**src/rtl/atomik_pll_pkg.sv**
```systemverilog
// Shared definitions for the fabric PLL feedback-divider sequencer.
//   pll_state_e    : sequencer states
//   mult_to_fbdsel : multiplier to PLL FBDSEL pin encoding (64 - mult)
//   MULT_MIN_DEF / MULT_MAX_DEF : default accepted multiplier range
package atomik_pll_pkg;

  localparam int unsigned MULT_MIN_DEF = 8;   // VCO stays >= 432 MHz
  localparam int unsigned MULT_MAX_DEF = 16;

  typedef enum logic [2:0] {
    ST_APPLY,
    ST_HOLD,
    ST_WAIT_LOCK,
    ST_SETTLE,
    ST_IDLE,
    ST_FAIL
  } pll_state_e;

  function automatic logic [5:0] mult_to_fbdsel(input logic [5:0] mult);
    return 6'(7'd64 - {1'b0, mult});
  endfunction

endpackage

```
**src/rtl/atomik_pll_ctrl_if.sv**
```systemverilog
// Multiplier-change request channel of the PLL sequencer.
//   req_valid  : request strobe (requester -> sequencer)
//   req_mult   : requested multiplier (requester -> sequencer)
//   req_ready  : sequencer can take a request (IDLE/FAIL)
//   req_reject : one-cycle pulse, request out of range and dropped
interface atomik_pll_ctrl_if;
  logic       req_valid;
  logic [5:0] req_mult;
  logic       req_ready;
  logic       req_reject;

  modport master (output req_valid, req_mult, input  req_ready, req_reject);
  modport slave  (input  req_valid, req_mult, output req_ready, req_reject);
endinterface

```
**src/rtl/atomik_sync2.sv**
```systemverilog
// Generic two-flop synchronizer, synchronous active-low reset to 0.
//   clk, rst_n : destination clock and reset
//   d          : asynchronous input
//   q          : synchronized output (2 cycles latency)
module atomik_sync2 #(
  parameter int unsigned WIDTH = 1
) (
  input  logic             clk,
  input  logic             rst_n,
  input  logic [WIDTH-1:0] d,
  output logic [WIDTH-1:0] q
);
  logic [WIDTH-1:0] meta_d, meta_q;
  logic [WIDTH-1:0] sync_d, sync_q;

  always_comb begin
    meta_d = d;
    sync_d = meta_q;
  end

  always_ff @(posedge clk) begin
    if (!rst_n) begin
      meta_q <= '0;
      sync_q <= '0;
    end else begin
      meta_q <= meta_d;
      sync_q <= sync_d;
    end
  end

  assign q = sync_q;
endmodule

```
**src/rtl/atomik_pll_ctrl.sv**
```systemverilog
// Sequencer for the dynamic feedback divider of the 108 MHz fabric PLL.
// Runs on the 27 MHz reference clock; brings the PLL up with DEFAULT_MULT,
// applies multiplier-change requests (divider only changes while the PLL is
// held in reset), qualifies lock and reports clk_ok to the clkout domain.
// Ports:
//   clk, rst_n   : reference clock, synchronous active-low reset
//   req          : request channel (atomik_pll_ctrl_if.slave)
//   pll_fbdsel   : PLL FBDSEL pins (64 - mult)
//   pll_reset    : PLL RESET, active-high
//   pll_lock     : PLL LOCK, asynchronous
//   clk_ok       : clkout stable at cur_mult
//   busy         : sequence in progress
//   fail         : sticky, last request exhausted its retries
//   lock_lost    : sticky, lock dropped in IDLE; cleared on accepted request
//   cur_mult     : multiplier currently programmed
// Optional feature: define ATOMIK_PLL_AUTORELOCK_EN to re-run the reset/lock
// sequence automatically when lock drops in IDLE.
module atomik_pll_ctrl
  import atomik_pll_pkg::*;
#(
  parameter int unsigned DEFAULT_MULT        = 8,
  parameter int unsigned MULT_MIN            = MULT_MIN_DEF,
  parameter int unsigned MULT_MAX            = MULT_MAX_DEF,
  parameter int unsigned RESET_HOLD_CYCLES   = 16,
  parameter int unsigned SETTLE_CYCLES       = 256,
  parameter int unsigned LOCK_TIMEOUT_CYCLES = 65535,
  parameter int unsigned MAX_RETRIES         = 3
) (
  input  logic                    clk,
  input  logic                    rst_n,
  atomik_pll_ctrl_if.slave        req,
  output logic [5:0]              pll_fbdsel,
  output logic                    pll_reset,
  input  logic                    pll_lock,
  output logic                    clk_ok,
  output logic                    busy,
  output logic                    fail,
  output logic                    lock_lost,
  output logic [5:0]              cur_mult
);

  localparam int unsigned HOLD_W = $clog2(RESET_HOLD_CYCLES + 1);
  localparam int unsigned TO_W   = $clog2(LOCK_TIMEOUT_CYCLES + 1);
  localparam int unsigned SET_W  = $clog2(SETTLE_CYCLES + 1);
  localparam int unsigned RTY_W  = $clog2(MAX_RETRIES + 1);

  localparam logic [HOLD_W-1:0] HOLD_LAST = HOLD_W'(RESET_HOLD_CYCLES - 1);
  localparam logic [TO_W-1:0]   TO_LAST   = TO_W'(LOCK_TIMEOUT_CYCLES - 1);
  localparam logic [SET_W-1:0]  SET_LAST  = SET_W'(SETTLE_CYCLES - 1);
  localparam logic [RTY_W-1:0]  RTY_LAST  = RTY_W'(MAX_RETRIES - 1);
  localparam logic [5:0]        MIN6      = 6'(MULT_MIN);
  localparam logic [5:0]        MAX6      = 6'(MULT_MAX);
  localparam logic [5:0]        DEF6      = 6'(DEFAULT_MULT);

  pll_state_e        state_d, state_q;
  logic [HOLD_W-1:0] hold_cnt_d, hold_cnt_q;
  logic [TO_W-1:0]   to_cnt_d, to_cnt_q;
  logic [SET_W-1:0]  settle_cnt_d, settle_cnt_q;
  logic [RTY_W-1:0]  retry_d, retry_q;
  logic [5:0]        pend_mult_d, pend_mult_q;
  logic [5:0]        cur_mult_d, cur_mult_q;
  logic [5:0]        fbdsel_d, fbdsel_q;
  logic              pll_reset_d, pll_reset_q;
  logic              clk_ok_d, clk_ok_q;
  logic              busy_d, busy_q;
  logic              fail_d, fail_q;
  logic              lock_lost_d, lock_lost_q;
  logic              req_reject_d, req_reject_q;

  logic lock_s;
  logic req_ready_w;
  logic req_in_range;

  atomik_sync2 #(.WIDTH(1)) u_lock_sync (
    .clk   (clk),
    .rst_n (rst_n),
    .d     (pll_lock),
    .q     (lock_s)
  );

  assign req_ready_w  = (state_q == ST_IDLE) || (state_q == ST_FAIL);
  assign req_in_range = (req.req_mult >= MIN6) && (req.req_mult <= MAX6);

  always_comb begin
    state_d      = state_q;
    hold_cnt_d   = hold_cnt_q;
    to_cnt_d     = to_cnt_q;
    settle_cnt_d = settle_cnt_q;
    retry_d      = retry_q;
    pend_mult_d  = pend_mult_q;
    cur_mult_d   = cur_mult_q;
    clk_ok_d     = clk_ok_q;
    fail_d       = fail_q;
    lock_lost_d  = lock_lost_q;
    req_reject_d = 1'b0;

    unique case (state_q)
      ST_APPLY: begin
        // Divider is latched only once the PLL has been in reset a cycle.
        state_d    = ST_HOLD;
        hold_cnt_d = '0;
        cur_mult_d = pend_mult_q;
      end

      ST_HOLD: begin
        if (hold_cnt_q == HOLD_LAST) begin
          state_d      = ST_WAIT_LOCK;
          to_cnt_d     = '0;
          settle_cnt_d = '0;
        end else begin
          hold_cnt_d = hold_cnt_q + 1'b1;
        end
      end

      ST_WAIT_LOCK: begin
        if (lock_s) begin
          // This cycle is the first of the settle run.
          state_d      = ST_SETTLE;
          settle_cnt_d = SET_W'(1);
        end else if (to_cnt_q == TO_LAST) begin
          retry_d = retry_q + 1'b1;
          if (retry_q == RTY_LAST) begin
            state_d = ST_FAIL;
            fail_d  = 1'b1;
          end else begin
            state_d    = ST_HOLD;
            hold_cnt_d = '0;
          end
        end else begin
          to_cnt_d = to_cnt_q + 1'b1;
        end
      end

      ST_SETTLE: begin
        // Timeout counter is frozen here so glitchy lock cannot extend the attempt.
        if (!lock_s) begin
          state_d      = ST_WAIT_LOCK;
          settle_cnt_d = '0;
        end else if (settle_cnt_q == SET_LAST) begin
          state_d  = ST_IDLE;
          clk_ok_d = 1'b1;
        end else begin
          settle_cnt_d = settle_cnt_q + 1'b1;
        end
      end

      ST_IDLE: begin
        if (!lock_s) begin
          clk_ok_d     = 1'b0;
          lock_lost_d  = 1'b1;
          settle_cnt_d = '0;
`ifdef ATOMIK_PLL_AUTORELOCK_EN
          state_d    = ST_HOLD;
          hold_cnt_d = '0;
          retry_d    = '0;
`endif
        end else if (!clk_ok_q) begin
          // Re-qualify lock in place: clk_ok needs a full unbroken settle run.
          if (settle_cnt_q == SET_LAST) begin
            clk_ok_d = 1'b1;
          end else begin
            settle_cnt_d = settle_cnt_q + 1'b1;
          end
        end
      end

      ST_FAIL: ;

      default: state_d = ST_HOLD;
    endcase

    // Request acceptance overrides IDLE lock monitoring.
    if (req.req_valid && req_ready_w) begin
      if (req_in_range) begin
        state_d     = ST_APPLY;
        pend_mult_d = req.req_mult;
        fail_d      = 1'b0;
        lock_lost_d = 1'b0;
        retry_d     = '0;
        clk_ok_d    = 1'b0;
      end else begin
        req_reject_d = 1'b1;
      end
    end

    // Registered outputs are decoded from the next state.
    pll_reset_d = (state_d == ST_APPLY) || (state_d == ST_HOLD);
    busy_d      = !((state_d == ST_IDLE) || (state_d == ST_FAIL));
    fbdsel_d    = mult_to_fbdsel(cur_mult_d);
  end

  always_ff @(posedge clk) begin
    if (!rst_n) begin
      state_q      <= ST_HOLD;
      hold_cnt_q   <= '0;
      to_cnt_q     <= '0;
      settle_cnt_q <= '0;
      retry_q      <= '0;
      pend_mult_q  <= DEF6;
      cur_mult_q   <= DEF6;
      fbdsel_q     <= mult_to_fbdsel(DEF6);
      pll_reset_q  <= 1'b1;
      clk_ok_q     <= 1'b0;
      busy_q       <= 1'b1;
      fail_q       <= 1'b0;
      lock_lost_q  <= 1'b0;
      req_reject_q <= 1'b0;
    end else begin
      state_q      <= state_d;
      hold_cnt_q   <= hold_cnt_d;
      to_cnt_q     <= to_cnt_d;
      settle_cnt_q <= settle_cnt_d;
      retry_q      <= retry_d;
      pend_mult_q  <= pend_mult_d;
      cur_mult_q   <= cur_mult_d;
      fbdsel_q     <= fbdsel_d;
      pll_reset_q  <= pll_reset_d;
      clk_ok_q     <= clk_ok_d;
      busy_q       <= busy_d;
      fail_q       <= fail_d;
      lock_lost_q  <= lock_lost_d;
      req_reject_q <= req_reject_d;
    end
  end

  assign req.req_ready  = req_ready_w;
  assign req.req_reject = req_reject_q;
  assign pll_fbdsel     = fbdsel_q;
  assign pll_reset      = pll_reset_q;
  assign clk_ok         = clk_ok_q;
  assign busy           = busy_q;
  assign fail           = fail_q;
  assign lock_lost      = lock_lost_q;
  assign cur_mult       = cur_mult_q;

endmodule

```
**src/flat_wrapper.sv**
```systemverilog
// flat-port wrapper written by rule: the top's interface ports become plain ports
module atomik_pll_ctrl_flat import atomik_pll_pkg::*;
#(
  parameter int unsigned DEFAULT_MULT        = 8,
  parameter int unsigned MULT_MIN            = MULT_MIN_DEF,
  parameter int unsigned MULT_MAX            = MULT_MAX_DEF,
  parameter int unsigned RESET_HOLD_CYCLES   = 16,
  parameter int unsigned SETTLE_CYCLES       = 256,
  parameter int unsigned LOCK_TIMEOUT_CYCLES = 65535,
  parameter int unsigned MAX_RETRIES         = 3
)
  (clk, rst_n, pll_fbdsel, pll_reset, pll_lock, clk_ok, busy, fail, lock_lost, cur_mult, req_req_valid, req_req_mult, req_req_ready, req_req_reject);
  atomik_pll_ctrl_if req_i ();
  input  logic clk;
  input  logic rst_n;
  output logic [5:0] pll_fbdsel;
  output logic pll_reset;
  input  logic pll_lock;
  output logic clk_ok;
  output logic busy;
  output logic fail;
  output logic lock_lost;
  output logic [5:0] cur_mult;
  input wire logic [$bits(req_i.req_valid)-1:0] req_req_valid;
  input wire logic [$bits(req_i.req_mult)-1:0] req_req_mult;
  output wire logic [$bits(req_i.req_ready)-1:0] req_req_ready;
  output wire logic [$bits(req_i.req_reject)-1:0] req_req_reject;
  assign req_i.req_valid = req_req_valid;
  assign req_i.req_mult = req_req_mult;
  assign req_req_ready = req_i.req_ready;
  assign req_req_reject = req_i.req_reject;
  atomik_pll_ctrl #(.DEFAULT_MULT(DEFAULT_MULT), .MULT_MIN(MULT_MIN), .MULT_MAX(MULT_MAX), .RESET_HOLD_CYCLES(RESET_HOLD_CYCLES), .SETTLE_CYCLES(SETTLE_CYCLES), .LOCK_TIMEOUT_CYCLES(LOCK_TIMEOUT_CYCLES), .MAX_RETRIES(MAX_RETRIES)) u_core (.clk(clk), .rst_n(rst_n), .req(req_i), .pll_fbdsel(pll_fbdsel), .pll_reset(pll_reset), .pll_lock(pll_lock), .clk_ok(clk_ok), .busy(busy), .fail(fail), .lock_lost(lock_lost), .cur_mult(cur_mult));
endmodule
```
**config.mk**
```make
export PLATFORM = sky130hd
export DESIGN_NAME = atomik_pll_ctrl_flat
export DESIGN_NICKNAME = d
export VERILOG_FILES = /design/src/rtl/atomik_pll_pkg.sv /design/src/rtl/atomik_pll_ctrl_if.sv /design/src/rtl/atomik_sync2.sv /design/src/rtl/atomik_pll_ctrl.sv /design/src/flat_wrapper.sv
export SDC_FILE = /design/constraint.sdc
export NUM_CORES = 1
export LEC_CHECK = 0
export ABC_AREA = 1
export CAP_MARGIN = 5
export CORE_MARGIN = 4
export CORE_UTILIZATION = 45
export DETAILED_ROUTE_END_ITERATION = 6
export GPL_TIMING_DRIVEN = 1
export PLACE_DENSITY = 0.72
export SYNTH_ARGS = -nofsm -noshare
export SYNTH_HDL_FRONTEND = slang
export SYNTH_SLANG_ARGS = --single-unit
export TNS_END_PERCENT = 20
```
**constraint.sdc**
```tcl
create_clock -name clk -period 2.4 [get_ports clk]
set_input_delay 0.48 -clock clk [delete_from_list [all_inputs] [get_ports clk]]
set_output_delay 0.48 -clock clk [all_outputs]
set_load 0.05 [all_outputs]
```
# Yosys cells after proc, flatten, opt, wreduce, memory -nomap -nowiden
# Index checks and enable logic that the tools add are counted.
[classes]
muxes = 50
div = 0
n_addsub = 5
bitwise_logic = 0
shifts = 0
eq_ne = 20
reduce_logical = 17
multipliers = 0
n_lt_le_gt_ge = 2
[op_table]
columns = ["cell", "count"]
rows = [
  ["$mux W9", 6],
  ["$mux W16", 3],
  ["$pmux W9 S4", 1],
  ["$pmux W16 S2", 1],
  ["$mux W3", 8],
  ["$mux W5", 4],
  ["$mux W1", 18],
  ["$add A16 B1 Y16 const B", 1],
  ["$eq A16 B16 Y1 const B", 1],
  ["$pmux W5 S3", 1],
  ["$eq A3 B3 Y1 const B", 4],
  ["$pmux W3 S4", 1],
  ["$mux W2", 5],
  ["$ne A2 B2 Y1 const B", 5],
  ["$add A9 B1 Y9 const B", 1],
  ["$eq A9 B8 Y1 const B", 1],
  ["$reduce_and A4 Y1", 2],
  ["$eq A3 B1 Y1 const B", 2],
  ["$eq A3 B2 Y1 const B", 2],
  ["$ge A6 B4 Y1 const B", 1],
  ["$le A6 B5 Y1 const B", 1],
  ["$logic_not A3 Y1", 2],
  ["$mux W6", 1],
  ["$sub A1 B6 Y6 const A", 1],
  ["16 further kinds", 21],
]
[totals]
word_cells = 110
romBits = 0
ramBits = 0
in_bits = 10
ff_bits = 61
latchBits = 0
memories = 0

# Depth between registers and ports, before layout
# Gate-level depths: netlist of the first run.
[logic_depth]
depth_word = 10
depth_mapped = 17
depth_no_buf = 17

# Hierarchy
# From an unflattened synthesis of the first run, not the netlist that was laid out.
[hier_totals]
cells_unflattened = 480
hier_area_um2 = 3230.6
[modules_own_cells]
columns = ["module", "instances", "area_each_um2", "cells_per_inst"]
rows = [
  ["atomik_pll_ctrl", 1, 3175.5, 474],
  ["atomik_sync2", 1, 55.1, 6],
]

# Least setup slack after synthesis of the first run
# No wires, ideal clock.
[synth_timing]
kind = "register to register"
from = "reg u_core.state_q[2]"
to = "reg u_core.state_q[2]"
path_slack_ps = 347
path_buffers = 0
arrival_ps = 1943
setup_time_ps = 110
synth_period_minus_slack_ps = 2053
stages_incl_launch_ff = 8
required_ps = 2290
path_cell_list = "dfxtp_1 -> inv_2 -> nor2_1 -> nand3_2 -> nand2_1 -> nor2_1 -> nand2_1 -> inv_1"
[synth_via]
word_cells_on_any_way = 16
cone_classes = "eq/ne: 5; mux: 8; reduce/logical: 3"
[synth_lines]
columns = ["item", "line", "source"]
rows = [
  ["start, declared", "atomik_pll_ctrl.sv:55", "pll_state_e state_d, state_q;"],
  ["start signal, assigned", "atomik_pll_ctrl.sv:209", "state_q <= state_d;"],
  ["$eq A3 B3 Y1", "atomik_pll_ctrl.sv:81", "assign req_ready_w = (state_q == ST_IDLE) || (state_q == ST_FAIL);"],
  ["$logic_or A1 B1 Y1 (*)", "atomik_pll_ctrl.sv:81", ""],
  ["via req_req_ready", "flat_wrapper.sv:26", "output wire logic [$bits(req_i.req_ready)-1:0] req_req_ready;"],
  ["$logic_and A1 B1 Y1 (*)", "atomik_pll_ctrl.sv:173", "if (req.req_valid && req_ready_w) begin"],
  ["$mux W3 (*)", "atomik_pll_ctrl.sv:173", ""],
]
# The timed path passes the listed nets; every way through them passes the cells marked *.
# A chain may end at the register's enable or synchronous reset.

# Final worst setup path of the first run
[layout_timing]
from = "reg u_core.settle_cnt_q[0]"
to = "reg u_core.settle_cnt_q[7]"
[layout_via]
elab_chain_cells = 5
word_cells_on_any_way = 7
cone_classes = "add/sub: 1; eq/ne: 1; mux: 5"
[layout_lines]
columns = ["item", "line", "source"]
rows = [
  ["start, declared", "atomik_pll_ctrl.sv:58", "logic [SET_W-1:0] settle_cnt_d, settle_cnt_q;"],
  ["start signal, assigned", "atomik_pll_ctrl.sv:212", "settle_cnt_q <= settle_cnt_d;"],
  ["$add A9 B1 Y9 or $eq A9 B8 Y1 (tied branches)", "--", ""],
  ["$mux W9 (*)", "atomik_pll_ctrl.sv:139, atomik_pll_ctrl.sv:159", ""],
  ["$mux W9", "atomik_pll_ctrl.sv:157", "end else if (!clk_ok_q) begin"],
  ["$mux W9", "atomik_pll_ctrl.sv:148", "if (!lock_s) begin"],
  ["$pmux W9 S4 (*)", "atomik_pll_ctrl.sv:97", "unique case (state_q)"],
]
# Every way passes the cells marked *; elsewhere a longest branch is shown, timed or not. The select of a mux whose other input is x is not followed.

==> impl_metrics.toml, run 1 <==
[synthesis]
synthCells = 472
synth.cells.most_frequent = "nand2_1 (136), nor2_1 (80), dfxtp_1 (60)"
postSynthAreaPerCell_sq_um = 6.733
synth_enable_flop_cells = 0
ys.flop_type = "dfxtp_1"
synth_area_sq_mm = 0.003178
yosys.area.top_type = "dfxtp_1"
synthTopCellsByArea = "dfxtp_1 (38%), nand2_1 (16%), nor2_1 (9.4%), a21oi_1 (5.7%), inv_1 (4.8%)"
async_flop_share = 0
synth-seq-cells = 60
synth_most_common_cell = "nand2_1"
ys_seq_area_frac = 0.3780
synthDominantCellAreaShare = 0.3780
synth_nets = 490
yosysUniqueCellTypes = 37
yosysWarnings = 0

[floorplan]
core_sq_mm = 0.006832
initial_utilization = 0.4652
fp-row-count = 30
die_h_microns = 92.04
die_w_microns = 92.04
pin_count = 29
die_area_sq_mm = 0.008470

[setup_path]
critPathCaptureType = "flip-flop"
critPathLaunch = "u_core.settle_cnt_q[0]"
cp.required_ns = 2.63
path_class = "flip-flop to flip-flop"
path_max_fanout = 7
rrSetupSlack_ns = 0.32
critPathLaunchType = "flip-flop"
worstReg2RegStart = "u_core.settle_cnt_q[0]"
cp.arrival_ns = 2.30
reg2reg_to = "u_core.settle_cnt_q[7]"
r2r_cells = 17

[routing]
route.antenna.remaining_nets = 0
drc = 0
drt_iter0_drc = 135
dr.pass1.iters = 4
vias = 2969
vias_per_cell = 4.891
routedWlPerCell_microns = 11.58
met3_length_microns = 354
routed_wl_microns = 7031
wl_met1_microns = 3524
dr.max_layer_used = "met4"
route.met2.wl_microns = 3070

[clock_tree]
cts_sinks = 60
cts_root_buf = "clkbuf_8"
cts_buffers = 9
clock_latency_ns = 0.35
clockBufferDepth = 2
htreeDepth = 3
cts.clk_slew.worst_paths_ns = 0.07
cts.hold.buffers_added = 0
cts_tree = "built"
postCtsSetupBuffers = 0

[grt]
grt_pass1_wl_microns = 12080
grt_max_degree = 22
grt_pass1_vias = 2757
grt_util_all_layers = 0.1753
grt-ovfl-total = 0
antenna_found_initial = 0

[power_and_ir_drop]
p_total_mw = 2.205
powerDensity_mw_per_mm2 = 580.0
vdd_drop_max_v = 0.0003760
power.leakage_nw = 1.408

[worst_hold_path]
whs_path_depth = 2
holdPathEnd = "u_core.u_lock_sync.q"
hp-class = "flip-flop to flip-flop"
hold_start = "u_core.u_lock_sync.meta_q"

[sta]
setup_slack_ns = 0.3241
fin_crit_sh = 0.8650
holdWs_ns = 0.4238
rsz0062_at_grt = "no"
fin_crit_ns = 2.076
tightest_slew_ns = 0.5351
setup_violations = 0
drv_slew = 0
fin_tns_setup_ns = 0
fmax_ghz = 0.4817
hold_viol_final = 0
clock_skew_ns = 0.01890
relSlewSlack = 0.6421

[finish]
areaGrowthSynthToFinish_pct = 19.61
drive_above_1_share = 0.09980
postLayoutCoreUtil = 0.5564
fin_nets = 524
stdcell_count = 607
final_cell_area_sq_mm = 0.003801
n_antenna_cell = 0

[placement]
routabilityCongestion = 0.9305
hpwl_microns = 5134
placed_area_sq_mm = 0.003552
port_buffers = 28
dp.cells = 591
pre_cts_ws_ns = 0.2464

[job]
drv_cap = 0

[run_status]
status = "completed"
## critical path: stages, from the launching register on
cell and delay, ns:
dfxtp_1 0.37, ha_1 0.19, nand2_1 0.07, nor2_1 0.10, inv_1 0.06, nor2_2 0.11, nand2_1 0.07, nor2_1 0.10
ha_1 0.17, nand2_1 0.07, inv_1 0.08, nand2_1 0.07, nand2_1 0.12, inv_1 0.06, nand2_2 0.13, nor2_2 0.07
nand2_1 0.07, a21oi_1 0.06
## worst max-delay path by stage
stage | endpoint | slack, ns | cells past startpoint
4_1_cts | u_core.settle_cnt_q[7] | 0.26 | 17
3_3_place_gp | u_core.state_q[2] | 0.30 | 9
2_1_floorplan | u_core.state_q[2] | 0.35 | 7
5_1_grt | u_core.settle_cnt_q[7] | 0.05 | 17
3_5_place_dp | u_core.pll_reset | 0.25 | 8
6_report | u_core.settle_cnt_q[7] | 0.32 | 17
## per-layer routing
layer,GRT usage,up-vias
li1,-,1581
met1,0.2294,1323
met2,0.2719,56
met3,0.04922,9
met4,0.07054,0
met5,0,-
## power breakdown
part	internal, mW	switching, mW
sequential	1.00	0.00592
combinational	0.0278	0.0329
clock	0.695	0.442
## area by class of cell
cell class	instances	area (sq um)
clock inverter	7	122.6
fill	679	3030
sequential	60	1201
inverter	46	175.2
clock buffer	9	123.9
timing repair buffer	31	300.3
multi-input combinational	358	1758
tap	96	120.1
## state kept, by name (all words and copies together) (netlist names)
name and count:
u_core.lock_lost 1, u_core.state_q 3, u_core.fail 1, u_core.settle_cnt_q 9
u_core.req.req_reject 1, u_core.clk_ok 1, u_core.u_lock_sync.q 1, u_core.pll_fbdsel 6
u_core.busy 1, u_core.pend_mult_q 6, u_core.retry_q 2, u_core.pll_reset 1
u_core.u_lock_sync.meta_q 1, u_core.hold_cnt_q 5, u_core.to_cnt_q 16, u_core.cur_mult 5
## layout by cell type, fill, tap and decap left out, drive strengths merged, types with 3 or more instances in the layout
| cell | instances |
|---|---|
| ha | 8 |
| nand3 | 29 |
| nand4 | 10 |
| bufinv | 3 |
| nand2 | 148 |
| buf | 4 |
| inv | 46 |
| o21bai | 7 |
| nor2 | 87 |
| a21oi | 40 |
| clkbuf | 9 |
| dfxtp | 60 |
| o21ai | 14 |
| xor2 | 5 |
| clkdlybuf4s50 | 27 |
## kinds of logic (layout without fill, tap and decap cells)
| group | after synthesis | count (layout) | share of synthesized area |
|---|---|---|---|
| adder cells (fa/ha/maj) | 8 | 8 | 0.03150 |
| buffers and inverters | 54 | 93 | 0.06968 |
| AND/OR/NAND/NOR | 279 | 279 | 0.3835 |
| flip-flops | 60 | 60 | 0.3780 |
| XOR/XNOR | 6 | 6 | 0.01654 |
| AO/OA/AOI/OAI | 65 | 65 | 0.1209 |
## repair_timing
action | in CTS | in global routing
resized for setup | 0 | 1
hold endpoints to repair | 0 | 0
setup endpoints to repair | 0 | 1
Power figures use the tool's default switching activity.
==> run 2: changes to the inputs <==
--- a/config.mk
+++ b/config.mk
@@ -10,7 +10,8 @@
 export CORE_MARGIN = 4
 export CORE_UTILIZATION = 45
+export CTS_CLUSTER_DIAMETER = 40
 export DETAILED_ROUTE_END_ITERATION = 6
 export GPL_TIMING_DRIVEN = 1
-export PLACE_DENSITY = 0.72
+export PLACE_DENSITY = 0.7
 export SYNTH_ARGS = -nofsm -noshare
 export SYNTH_HDL_FRONTEND = slang
==> constraint.sdc (replaced) <==
create_clock -name clk -period 2.4 [get_ports clk]
set_input_delay 0.24 -clock clk [delete_from_list [all_inputs] [get_ports clk]]
set_output_delay 0.24 -clock clk [all_outputs]
set_load 0.05 [all_outputs]
==> run 2 against run 1 <==
Effect of this change: clock skew decreased by 0.010 ns; utilization decreased by 0.59 points; wire length increased by 0.27%; power decreased by 10%; clock-buffer cell count unchanged; sequential power about the same; global-route usage increased by 0.36 points; worst hold slack got worse by 0.0028 ns; worst setup slack got worse by 0.041 ns; first-iteration DRC count increased by 90%; final area decreased by 1.1%; critical path depth decreased by 14.
==> impl_metrics.toml, run 2 (synthesis gave the netlist of run 1 again) <==
[floorplan]
die_h_microns = 92.04
core_sq_mm = 0.006832
die_area_sq_mm = 0.008470
initial_utilization = 0.4652
fp-row-count = 30
pin_count = 29
die_w_microns = 92.04

[sta]
drv_slew = 0
hold_viol_final = 0
setup_violations = 0
rsz0062_at_grt = "no"
fin_crit_sh = 0.8822
tightest_slew_ns = 0.5102
relSlewSlack = 0.6588
fmax_ghz = 0.4723
clock_skew_ns = 0.008670
fin_crit_ns = 2.117
fin_tns_setup_ns = 0

[finish]
final_common_cell = "nand2_1"
layout_common_cells = "nand2_1 (136), nor2_1 (80), dfxtp_1 (60), inv_1 (41), a21oi_1 (36)"
n_antenna_cell = 0
final_cell_area_sq_mm = 0.003761
fin_nets = 525
drive_above_1_share = 0.09766
largest_register_ffs = 16
areaGrowthSynthToFinish_pct = 18.35
largest_registers = "u_core.to_cnt_q: 16 flops, u_core.settle_cnt_q: 9 flops"
top_register = "u_core.to_cnt_q"

[routing]
dr.pass1.iters = 5
drt_iter0_drc = 257
vias_per_cell = 4.951
route.antenna.remaining_nets = 0
routedWlPerCell_microns = 11.60
vias = 3010
drc = 0
routed_wl_microns = 7050

[grt]
grt_util_all_layers = 0.1789
grt_max_degree = 26
grt_pass1_wl_microns = 12270
antenna_found_initial = 0
grt_pass1_vias = 2737
grt-ovfl-total = 0

[clock_tree]
cts_buffers = 9
cts_sinks = 60
cts.clk_slew.worst_paths_ns = 0.07
cts_resized = 0
cts_root_buf = "clkbuf_8"
postCtsSetupBuffers = 0
clockBufferDepth = 2
clock_latency_ns = 0.34
htreeDepth = 3
cts_tree = "built"
cts.hold.buffers_added = 0

[setup_path]
crit_chain = "inv_2, nor2_1, clkdlybuf4s50_1"
path_buf_inv = 2
critPathCaptureType = "output port"
cp_slowest_stage_delay_ns = 0.84
critPathLaunchType = "flip-flop"
critPathTopFamily = "buffers and inverters"
cp.required_ns = 2.16
path_max_fanout = 7
path_class = "flip-flop to output port"
crit_slowest_cell = "clkdlybuf4s50_1"
cp.arrival_ns = 1.88

[placement]
routabilityCongestion = 0.9055
placed_area_sq_mm = 0.003562
port_buffers = 28
hpwl_microns = 5069

[run_status]
status = "completed"

[power_and_ir_drop]
vdd_drop_max_v = 0.0003768
powerDensity_mw_per_mm2 = 525.1
power.leakage_nw = 1.399
p_total_mw = 1.975

[worst_hold_path]
hp-class = "flip-flop to flip-flop"

[job]
drv_cap = 0
[run 2: report_power, final]
part	switching, mW	internal, mW	total, mW
logic	0.0325	0.0276	0.0601
clock network	0.424	0.484	0.908
registers	0.00566	1.00	1.01
[run 2: final cells by class]
type | count | area [sq um]
fillers | 661 | 3070
multi-input cells | 358 | 1755
flip-flops and latches | 60 | 1201
repair buffers | 32 | 310.3
inverters | 46 | 175.2
clock buffers | 9 | 123.9
well taps | 96 | 120.1
clock inverters | 7 | 75.07
[run 2: metal layers]
metal / wire (microns) / vias up / share of wire / GRT usage
li1: - / 1577 / - / -
met5: 0 / - / 0 / 0
met4: 119 / 0 / 0.017 / 0.08540
met1: 3416 / 1339 / 0.48 / 0.2496
met2: 3086 / 85 / 0.44 / 0.2622
met3: 427 / 9 / 0.061 / 0.03692
[run 2: through the flow]
stage               hold WS (ns)  utilization  worst slack [ns]  instances
finish                    0.4210       0.5505            0.2828        608
detailed placement        0.4116       0.5214            0.2876        592
CTS                       0.4162       0.5505            0.2682        608
floorplan                 0.3376            -            0.3467        472
global route              0.4245       0.5505           0.04655        608
global placement          0.4003       0.5214            0.3850        592
[run 2: worst min-delay path: stages (launching register included)]
cell     delay [ns]
dfxtp_1        0.30
nand2_1        0.05
inv_1          0.03
[run 2: worst paths after layout]
path                              from                     end  slack [ns]  cells past startpoint
max                  u_core.state_q[2]           req_req_ready        0.28                      3
min          u_core.u_lock_sync.meta_q    u_core.u_lock_sync.q        0.42                      2
max reg2reg     u_core.settle_cnt_q[0]  u_core.settle_cnt_q[4]        0.29                     16
min reg2reg  u_core.u_lock_sync.meta_q    u_core.u_lock_sync.q        0.42                      2
